File: src/rtl/serial_frame_sequencer_pkg.sv
// rtl/serial_frame_sequencer_pkg.sv - shared state enum and constants for the serial frame sequencer
// PARITY_CHECK_EN adds the PAR state.
package serial_frame_sequencer_pkg;

  localparam int   PORT_BITS_DEFAULT = 2;
  localparam int   LEN_BITS_DEFAULT  = 4;
  localparam logic START_BIT         = 1'b0;

  typedef enum logic [2:0] {
    ST_IDLE = 3'd0,
    ST_PORT = 3'd1,
    ST_LEN  = 3'd2,
    ST_DATA = 3'd3,
`ifdef PARITY_CHECK_EN
    ST_PAR  = 3'd4,
`endif
    ST_DONE = 3'd5
  } state_e;

endpackage

File: src/rtl/serial_frame_sequencer_seq_bit_counter.sv
// rtl/serial_frame_sequencer_seq_bit_counter.sv - loadable down-counter with terminal flag for header bit counts
module seq_bit_counter #(
  parameter int W = 2
) (
  input  logic         clk,
  input  logic         rst,
  input  logic         load_i,
  input  logic [W-1:0] load_val_i,
  input  logic         en_i,
  output logic         term_o
);

  logic [W-1:0] cnt_q;

  // Load wins over decrement so the last bit of one field can arm the next field.
  always_ff @(posedge clk or negedge rst) begin
    if (!rst) begin
      cnt_q <= '0;
    end else if (load_i) begin
      cnt_q <= load_val_i;
    end else if (en_i && (cnt_q != '0)) begin
      cnt_q <= cnt_q - W'(1);
    end
  end

  assign term_o = (cnt_q == '0);

endmodule

File: src/rtl/serial_frame_sequencer.sv
// rtl/serial_frame_sequencer.sv - start/port/length/data frame sequencer stepped by a one-pulser enable
// Optional PARITY_CHECK_EN: even-parity bit after the data with a sticky parErr flag.
module serial_frame_sequencer
  import serial_frame_sequencer_pkg::*;
#(
  parameter int PORT_BITS = PORT_BITS_DEFAULT,
  parameter int LEN_BITS  = LEN_BITS_DEFAULT
) (
  input  logic                 clk,
  input  logic                 rst,
  input  logic                 clkEn,
  input  logic                 serIn,
  output logic                 shEnPort,
  output logic                 shEnLen,
  output logic [PORT_BITS-1:0] portSel,
  output logic [LEN_BITS-1:0]  remLen,
  output logic                 serOutValid,
  output logic                 busy,
  output logic                 done,
  output logic                 parErr
);

  localparam int CNT_MAX = (PORT_BITS > LEN_BITS) ? PORT_BITS : LEN_BITS;
  localparam int CW      = (CNT_MAX > 1) ? $clog2(CNT_MAX) : 1;

`ifdef PARITY_CHECK_EN
  localparam state_e AFTER_DATA = ST_PAR;
`else
  localparam state_e AFTER_DATA = ST_DONE;
`endif

  state_e               state_q, state_d;
  logic [PORT_BITS-1:0] portSel_q, portSel_d;
  logic [LEN_BITS-1:0]  remLen_q, remLen_d;
  logic                 busy_q, done_q;
  logic [LEN_BITS-1:0]  len_shift;
  logic                 start;
  logic                 cnt_load, cnt_en, cnt_term;
  logic [CW-1:0]        cnt_val;
`ifdef PARITY_CHECK_EN
  logic                 par_q, par_d;
  logic                 parErr_q, parErr_d;
`endif

  assign start     = (state_q == ST_IDLE) && (serIn == START_BIT);
  assign len_shift = (remLen_q << 1) | LEN_BITS'(serIn);

  assign cnt_load = clkEn && (start || ((state_q == ST_PORT) && cnt_term));
  assign cnt_val  = start ? CW'(PORT_BITS - 1) : CW'(LEN_BITS - 1);
  assign cnt_en   = clkEn && ((state_q == ST_PORT) || (state_q == ST_LEN));

  seq_bit_counter #(.W(CW)) u_bit_cnt (
    .clk       (clk),
    .rst       (rst),
    .load_i    (cnt_load),
    .load_val_i(cnt_val),
    .en_i      (cnt_en),
    .term_o    (cnt_term)
  );

  always_comb begin
    state_d   = state_q;
    portSel_d = portSel_q;
    remLen_d  = remLen_q;
`ifdef PARITY_CHECK_EN
    par_d     = par_q;
    parErr_d  = parErr_q;
`endif
    if (clkEn) begin
      case (state_q)
        ST_IDLE: begin
          if (serIn == START_BIT) begin
            state_d   = ST_PORT;
            portSel_d = '0;
`ifdef PARITY_CHECK_EN
            par_d     = 1'b0;
            parErr_d  = 1'b0;
`endif
          end
        end
        ST_PORT: begin
          portSel_d = (portSel_q << 1) | PORT_BITS'(serIn);
          if (cnt_term) state_d = ST_LEN;
        end
        ST_LEN: begin
          remLen_d = len_shift;
          if (cnt_term) state_d = (len_shift == '0) ? AFTER_DATA : ST_DATA;
        end
        ST_DATA: begin
          if (remLen_q != '0) remLen_d = remLen_q - LEN_BITS'(1);
`ifdef PARITY_CHECK_EN
          par_d = par_q ^ serIn;
`endif
          if (remLen_q == LEN_BITS'(1)) state_d = AFTER_DATA;
        end
`ifdef PARITY_CHECK_EN
        ST_PAR: begin
          if (serIn != par_q) parErr_d = 1'b1;
          state_d = ST_DONE;
        end
`endif
        ST_DONE: state_d = ST_IDLE;
        default: state_d = ST_IDLE;
      endcase
    end
  end

  always_ff @(posedge clk or negedge rst) begin
    if (!rst) begin
      state_q   <= ST_IDLE;
      portSel_q <= '0;
      remLen_q  <= '0;
      busy_q    <= 1'b0;
      done_q    <= 1'b0;
`ifdef PARITY_CHECK_EN
      par_q     <= 1'b0;
      parErr_q  <= 1'b0;
`endif
    end else begin
      state_q   <= state_d;
      portSel_q <= portSel_d;
      remLen_q  <= remLen_d;
      busy_q    <= (state_d != ST_IDLE);
      done_q    <= (state_d == ST_DONE);
`ifdef PARITY_CHECK_EN
      par_q     <= par_d;
      parErr_q  <= parErr_d;
`endif
    end
  end

  // Strobes are gated by the step enable so they are single-cycle per pulse.
  assign shEnPort    = clkEn && (state_q == ST_PORT);
  assign shEnLen     = clkEn && (state_q == ST_LEN);
  assign serOutValid = clkEn && (state_q == ST_DATA);
  assign portSel     = portSel_q;
  assign remLen      = remLen_q;
  assign busy        = busy_q;
  assign done        = done_q;
`ifdef PARITY_CHECK_EN
  assign parErr      = parErr_q;
`else
  assign parErr      = 1'b0;
`endif

  a_no_underflow: assert property (@(posedge clk) disable iff (!rst)
    (clkEn && (state_q == ST_DATA)) |-> (remLen_q != '0));

endmodule

File: config.mk
export PLATFORM = sky130hd
export DESIGN_NAME = serial_frame_sequencer
export DESIGN_NICKNAME = d
export VERILOG_FILES = /design/src/rtl/serial_frame_sequencer_pkg.sv /design/src/rtl/serial_frame_sequencer_seq_bit_counter.sv /design/src/rtl/serial_frame_sequencer.sv
export SDC_FILE = /design/constraint.sdc
export NUM_CORES = 1
export LEC_CHECK = 0
export ABC_AREA = 1
export BUFFER_PORTS_ARGS = -buffer_cell sky130_fd_sc_hd__buf_2
export CAP_MARGIN = 20
export CORE_MARGIN = 1
export CORE_UTILIZATION = 30
export CTS_CLUSTER_DIAMETER = 150
export DETAILED_ROUTE_END_ITERATION = 12
export GPL_TIMING_DRIVEN = 0
export PLACE_DENSITY = 0.47
export SLEW_MARGIN = 25
export SYNTH_ARGS = -nofsm -noshare
export SYNTH_HDL_FRONTEND = slang
export SYNTH_SLANG_ARGS = --single-unit
export TNS_END_PERCENT = 10
File: constraint.sdc
create_clock -name clk -period 1.6 [get_ports clk]
set_input_delay 0.08 -clock clk [delete_from_list [all_inputs] [get_ports clk]]
set_output_delay 0.08 -clock clk [all_outputs]
set_load 0.1 [all_outputs]
# Yosys cells after proc, flatten, opt, wreduce, memory -nomap -nowiden
# Cells that the tools add are included.
# W data, S select, Z words.
# totals
register_bits	13
output_inout_bits	12
elab_cells	53
in_bits	4
# op_classes
n_reduce_logical	21
n_addsub	2
bitwise	3
muxes	14
n_eq_ne	7
# op_table
cell	count
$mux W3	6
$pmux W3 S4	1
$logic_and A1 B1 Y1	8
$mux W2	4
$pmux W4 S2	1
$reduce_bool A2 Y1	4
$eq A3 B2 Y1 const B	2
$reduce_and A3 Y1	2
$eq A4 B1 Y1 const B	1
$logic_not A4 Y1	1
$mux W4	1
$ne A2 B2 Y1 const B	2
$or A4 B1 Y4	1
$pmux W2 S2	1
$reduce_bool A4 Y1	1
$sub A4 B1 Y4 const B	1
$eq A3 B1 Y1 const B	1
$eq A3 B3 Y1 const B	1
$logic_not A3 Y1	1
$reduce_bool A3 Y1	1
$logic_not A2 Y1	1
$logic_or A1 B1 Y1	2
$or A2 B1 Y2	1
$sub A2 B1 Y2 const B	1
$not A1 Y1	1

# Longest topological paths before layout
# Gate-level depths: netlist of run 1.
# depth
ltp_word	7
ltp_mapped	10
ltp_nobuf	10

# Cells and area by module
# Synthesis of run 1 repeated with hierarchy kept, for this count alone.
# unflattened
hier_cells	122
area_unflattened_um2	873.3
# by_module_without_submodules
mod	cells_per_inst	seq_area_each_um2	area_each_um2	instances
serial_frame_sequencer	103	275.3	745.7	1
seq_bit_counter	19	50.0	127.6	1

# Least setup slack after synthesis of run 1
# Ideal clock, no wire load.
# synth_timing
path_type	reg-to-output
start	register state_q[2]
end	output serOutValid
setup_slack_ns	-0.523
n_path_buf	1
arrival_ns	2.043
required_ns	1.520
path_stages_with_launch	7
path_cell_list	dfrtp_1 -> inv_1 -> nand2_1 -> nor2_2 -> buf_6 -> inv_1 -> nor2_1
# synth_via
elab_chain_len	2
# synth_rtl
item	line	text
start: declaration	serial_frame_sequencer.sv:32	state_e state_q, state_d;
start signal: assignment	serial_frame_sequencer.sv:120	state_q <= state_d;
$eq A3 B2 Y1	serial_frame_sequencer.sv:135	assign serOutValid = clkEn && (state_q == ST_DATA);
$logic_and A1 B1 Y1	serial_frame_sequencer.sv:135	
end: declaration	serial_frame_sequencer.sv:17	output logic serOutValid,
# No other way between the ends.

# Final worst setup path of run 1
# layout_timing
start	register state_q[1]
end	output shEnPort
# layout_via
elab_chain_len	2
# layout_rtl
item	line	text
$eq A3 B1 Y1	serial_frame_sequencer.sv:133	assign shEnPort = clkEn && (state_q == ST_PORT);
$logic_and A1 B1 Y1	serial_frame_sequencer.sv:133	
end: declaration	serial_frame_sequencer.sv:13	output logic shEnPort,
# No other way between the ends.

==> results of run 1 <==
==> final cells by class <==
type | instances | area share (%)
Inverter | 20 | 6.920
Sequential cell | 13 | 30.22
Buffer | 3 | 2.768
Timing Repair Buffer | 19 | 12.92
Clock buffer | 3 | 2.076
Clock inverter | 1 | 0.4614
Tap cell | 30 | 3.460
Multi-Input combinational cell | 82 | 41.18
==> cell usage after synthesis, types with 2 or more instances <==
master	count	area [µm²]
nand2_1	31	116.4
nor2_1	16	60.06
o21ai_0	6	30.03
nand3_1	7	35.03
inv_2	2	7.510
dfrtp_1	13	325.3
ha_1	4	50.05
inv_1	18	67.56
a21oi_1	4	20.02
o22ai_1	2	12.51
buf_6	2	22.52
nand2_4	2	22.52
==> worst max-delay path, cell delays in order, from the launching register on <==
cell and delay, ps:
dfrtp_1 430, nor2_1 220, nand2_2 130, nor2_4 160, buf_8 220
==> sequential cells by signal (all words and copies together) (netlist names) <==
signal	count
u_bit_cnt.cnt_q	2
remLen	4
busy	1
portSel	2
done	1
state_q	3
==> worst min-delay path by stage <==
| stage | cells after the start | slack, ps | end |
|---|---|---|---|
| 3_3_place_gp | 1 | -3 | remLen[2]$_DFFE_PN0P_ |
| 6_report | 3 | 70 | state_q[1]$_DFF_PN0_ |
| 3_5_place_dp | 1 | 0.03 | remLen[2]$_DFFE_PN0P_ |
| 5_1_grt | 3 | 70 | state_q[1]$_DFF_PN0_ |
| 2_1_floorplan | 0 | -220 | busy$_DFF_PN0_ |
| 4_1_cts | 3 | 60 | state_q[1]$_DFF_PN0_ |
==> layer usage <==
metal | up-vias | wire length (µm) | global-route usage [%]
li1 | 410 | - | -
met1 | 353 | 929 | 16.28
met2 | 14 | 834 | 21.17
met3 | 2 | 59 | 4.215
met4 | 0 | 15 | 3.214
met5 | - | 0 | 0
==> metrics by stage <==
| step | util, % | hold WS, ps | setup WS, ps | setup TNS [ps] | instances |
|---|---|---|---|---|---|
| 6_report | 41.88 | 74.78 | 76.29 | 0 | 171 |
| 5_1_grt | 41.88 | 71.10 | -56.29 | -56.68 | 171 |
| 4_1_cts | 39.28 | 59.67 | 12.43 | 0 | 166 |
| 3_5_place_dp | 37.20 | 0.03378 | 145.1 | 0 | 161 |
| 3_3_place_gp | 37.20 | -3.261 | 152.3 | 0 | 161 |
| 2_1_floorplan | - | -215.6 | -359.0 | -2183 | 118 |
==> kinds of logic (layout without fill, tap and decap cells) <==
kind of cell	count (synthesis)	count (layout)
buffers and inverters	23	46
xor gates and xnor gates	1	1
AOI/OAI and AO/OA	15	15
and+or+nand+nor	61	61
other	1	1
DFF	13	13
adders and majority gates	4	4
==> repair_timing <==
action                     CTS  global route
pin swaps                    0             2
setup endpoints to repair    3             3
cloned                       0             0
hold endpoints to repair    13             0
hold buffers                 1             0
gates resized for setup      6            10
setup buffers                0             5
==> impl_metrics.tcl, run 1 <==
set metrics [dict create \
    drive_above_1_share_pct 30.50 \
    synthCells 118 \
    postRouteAntennaNets 0 \
    numCtsBuffers 3 \
    cts.path.max_buffers 2 \
    rsz0062_at_grt "true" \
    worst-setup-path-type "flop to primary output" \
    r2r_cells 7 \
    synth_adder_area_share_pct 5.857 \
    syn-mean-instance-area_um2 7.242 \
    finalClockSkew_ps 6.624 \
    layout_commonest_cell "nand2_1" \
    synth-xor-area-share_pct 1.025 \
    wire_per_inst_um 10.75 \
    drv_slew 0 \
    crit_path_start_kind "flop" \
    regToRegStartpoint "remLen[0]$_DFFE_PN0P_" \
    hold_viol 0 \
    synth_flop_cell "dfrtp_1" \
    numPortBuffers 13 \
    grt_max_degree 14 \
    reg2reg_slack_ps 130 \
    grt_pass1_wl_um 3160 \
    firstDrtPassIters 4 \
    drv_cap 0 \
    cts_num_sinks 13 \
    core_area_um2 2590 \
    antenna_found_initial 0 \
    vias 779 \
    hpwl_um 1359 \
    chipWidth_um 55.37 \
    seqCellArea_um2 327.8 \
    status "finished, final reports clean" \
    r2r-end "remLen[1]$_DFFE_PN0P_" \
    syn_area_um2 854.6 \
    final_cell_mix "29 x nand2_1, 16 x inv_1, 14 x nor2_1" \
    async_flop_share_pct 100.0 \
    start_util_pct 33.00 \
    setup_viol 0 \
    fin_crit_sh_pct 95.23 \
    cp.required_ps 1520 \
    synth_top_family_by_area "simple AND/OR/NAND/NOR gates" \
    first_global_vias 724 \
    n_antenna_cell 0 \
    crit_start "state_q[1]$_DFF_PN0_" \
    fin_crit_ps 1524 \
    root_buffer "clkbuf_4" \
    ioPinCount 16 \
    clk_latency_ps 280 \
    synth_compound_area_share_pct 10.10 \
    syn_to_final_growth_pct 26.94 \
    yosys.area_share.simple_pct 32.21 \
    ys_warn_count 0 \
    die_height_um 55.37 \
    drc 0 \
    synth_seq_area_share_pct 38.07 \
    critPathCaptureType "primary output" \
    num_rows 18 \
    vias_per_cell 4.556 \
    postPlaceCellArea_um2 963.4 \
    fin_area_um2 1085 \
    path_max_fanout 4 \
    synth_edf_count 0 \
    syn_nets 126 \
    synth_seq_cells 13 \
    fmax_ghz 0.6563 \
    h-tree-depth 1 \
    overflow 0 \
    grtUsageTotal_pct 12.90 \
    crit_end "shEnPort" \
    min-delay-start "clkEn" \
    multi_input_area_um2 446.7 \
    fillCellCount 269 \
    muxShareOfSynthArea_pct 0 \
    final_nets 150 \
    cts_tree "built" \
    arrival_ps 1440 \
    initialDrtViolationCount 11 \
    place_congestion 0.8083 \
    yosysUniqueCellTypes 23 \
    routed_wl_um 1839 \
    die_area_um2 3066 \
    clk_pin_slew_ps 90 \
    hp-class "input port to flop" \
]
Power of run 1 is left out: the tool's default activity adds up to more than one toggle a clock period on the data nets, which glitch-free logic cannot reach.
==> inputs of run 2 (changes only) <==
- PLACE_DENSITY: 0.47 -> 0.45
==> run 2 against run 1 <==
Net effect: clock-buffer cell count grew 1; die area did not move; clock skew is 1.6 ps higher; routed wire length decreased by 4.8%; critical path type unchanged; critical endpoint unchanged; largest cell class unchanged.
==> impl_metrics.tcl, run 2 (same netlist as run 1, synthesis figures left out) <==
set metrics [dict create \
    grtUsageTotal_pct 12.46 \
    numPortBuffers 13 \
    numCtsBuffers 3 \
    crit_end "shEnPort" \
    largest_register_ffs 4 \
    num_rows 18 \
    postRouteAntennaNets 0 \
    status "finished, final reports clean" \
    crit_start "state_q[2]$_DFF_PN0_" \
    antenna_found_initial 0 \
    max_stage_delay_ps 380 \
    rsz0062_at_grt "true" \
    h-tree-depth 1 \
    hpwl_um 1346 \
    hold_viol 0 \
    r2r_cells 7 \
    finalClockSkew_ps 8.269 \
    fillCellCount 275 \
    cp.buffers_inverters 1 \
    die_height_um 55.37 \
    drv_cap 0 \
    clk_pin_slew_ps 90 \
    die_area_um2 3066 \
    first_global_vias 682 \
    place_inst 161 \
    syn_to_final_growth_pct 22.84 \
    min-delay-start "clkEn" \
    cts_num_sinks 13 \
    start_util_pct 33.00 \
    fin_tns_setup_ps 0 \
    place_congestion 0.7184 \
    n_antenna_cell 0 \
    r2r-end "remLen[3]$_DFFE_PN0P_" \
    fin_crit_sh_pct 94.31 \
    firstDrtPassIters 3 \
    seqCellArea_um2 327.8 \
    drc 0 \
    crit_family "simple AND/OR/NAND/NOR gates" \
    path_cells "nor2_1 -> nand2_2 -> nor2_4 -> buf_6" \
    routed_wl_um 1750 \
    hp-class "input port to flop" \
    regToRegStartpoint "remLen[0]$_DFFE_PN0P_" \
    chipWidth_um 55.37 \
    multi_input_area_um2 431.7 \
    ioPinCount 16 \
    overflow 0 \
    vias_per_cell 4.367 \
    grt_pass1_wl_um 3008 \
    path_max_fanout 4 \
    grt_max_degree 14 \
    setup_viol 0 \
    cp.depth 4 \
    finalNonFillerCells 169 \
    cp.required_ps 1520 \
    vias 738 \
    hold_ws_ps 72.93 \
    cts.path.max_buffers 2 \
    initialDrtViolationCount 3 \
    clk_latency_ps 280 \
    cts_tree "built" \
    drive_above_1_share_pct 25.90 \
    core_area_um2 2590 \
    drv_slew 0 \
    reg2reg_slack_ps 150 \
    wire_per_inst_um 10.36 \
    root_buffer "clkbuf_4" \
    crit_path_start_kind "flop" \
    layout_commonest_cell "nand2_1" \
    crit_slowest_cell "dfrtp_1" \
    final_cell_mix "30 x nand2_1, 18 x inv_1, 14 x nor2_1" \
    critPathCaptureType "primary output" \
    fmax_ghz 0.6627 \
    arrival_ps 1430 \
    fin_crit_ps 1509 \
    worst-setup-path-type "flop to primary output" \
    final_nets 148 \
]
## run 2: per-layer routing
layer	up-vias	track usage, %	share of wire, %
li1	404	-	-
met1	318	17.78	52
met2	12	17.21	43
met3	4	2.342	2.9
met4	0	7.500	1.7
met5	-	0	0
## run 2: worst min-delay path by stage
stage,to,slack (ps),depth (start not counted)
floorplan,busy$_DFF_PN0_,-220,0
global placement,remLen[1]$_DFFE_PN0P_,-5,1
detailed placement,remLen[1]$_DFFE_PN0P_,-3,1
CTS,state_q[1]$_DFF_PN0_,70,3
global route,state_q[1]$_DFF_PN0_,80,3
finish,state_q[1]$_DFF_PN0_,70,3
## run 2: stage by stage
step	setup slack (ps)	area [µm²]	util, %
after global routing	-14.98	1050	40.53
after CTS	25.36	1016	39.23
final	90.96	1050	40.53
after floorplan	-359.0	860.8	-
after global placement	143.9	963.4	37.20
after detailed placement	156.7	963.4	37.20
## run 2: repair_timing
item / 4_1_cts / 5_1_grt
resized for setup: 6 / 3
setup buffers: 0 / 3
hold endpoints to repair: 13 / 0
hold buffers: 1 / 0
endpoints found under the setup margin: 3 / 2
## run 2: layout make-up
class,instances,share of cell area [%]
flip-flops and latches,13,31.23
inverters,20,7.151
clock buffers,4,2.503
repair buffers,17,11.56
plain buffers,3,2.861
multi-input cells,82,41.12
well taps,30,3.576
## run 2: worst register-to-register path, stage by stage, from the launching register on
cell     delay (ps)
dfrtp_2         440
inv_1           140
ha_1            220
nand3_1          90
nand3_1         140
inv_1           110
a21oi_1         140
nor2_1           70
Power of run 2 is left out for the same reason.
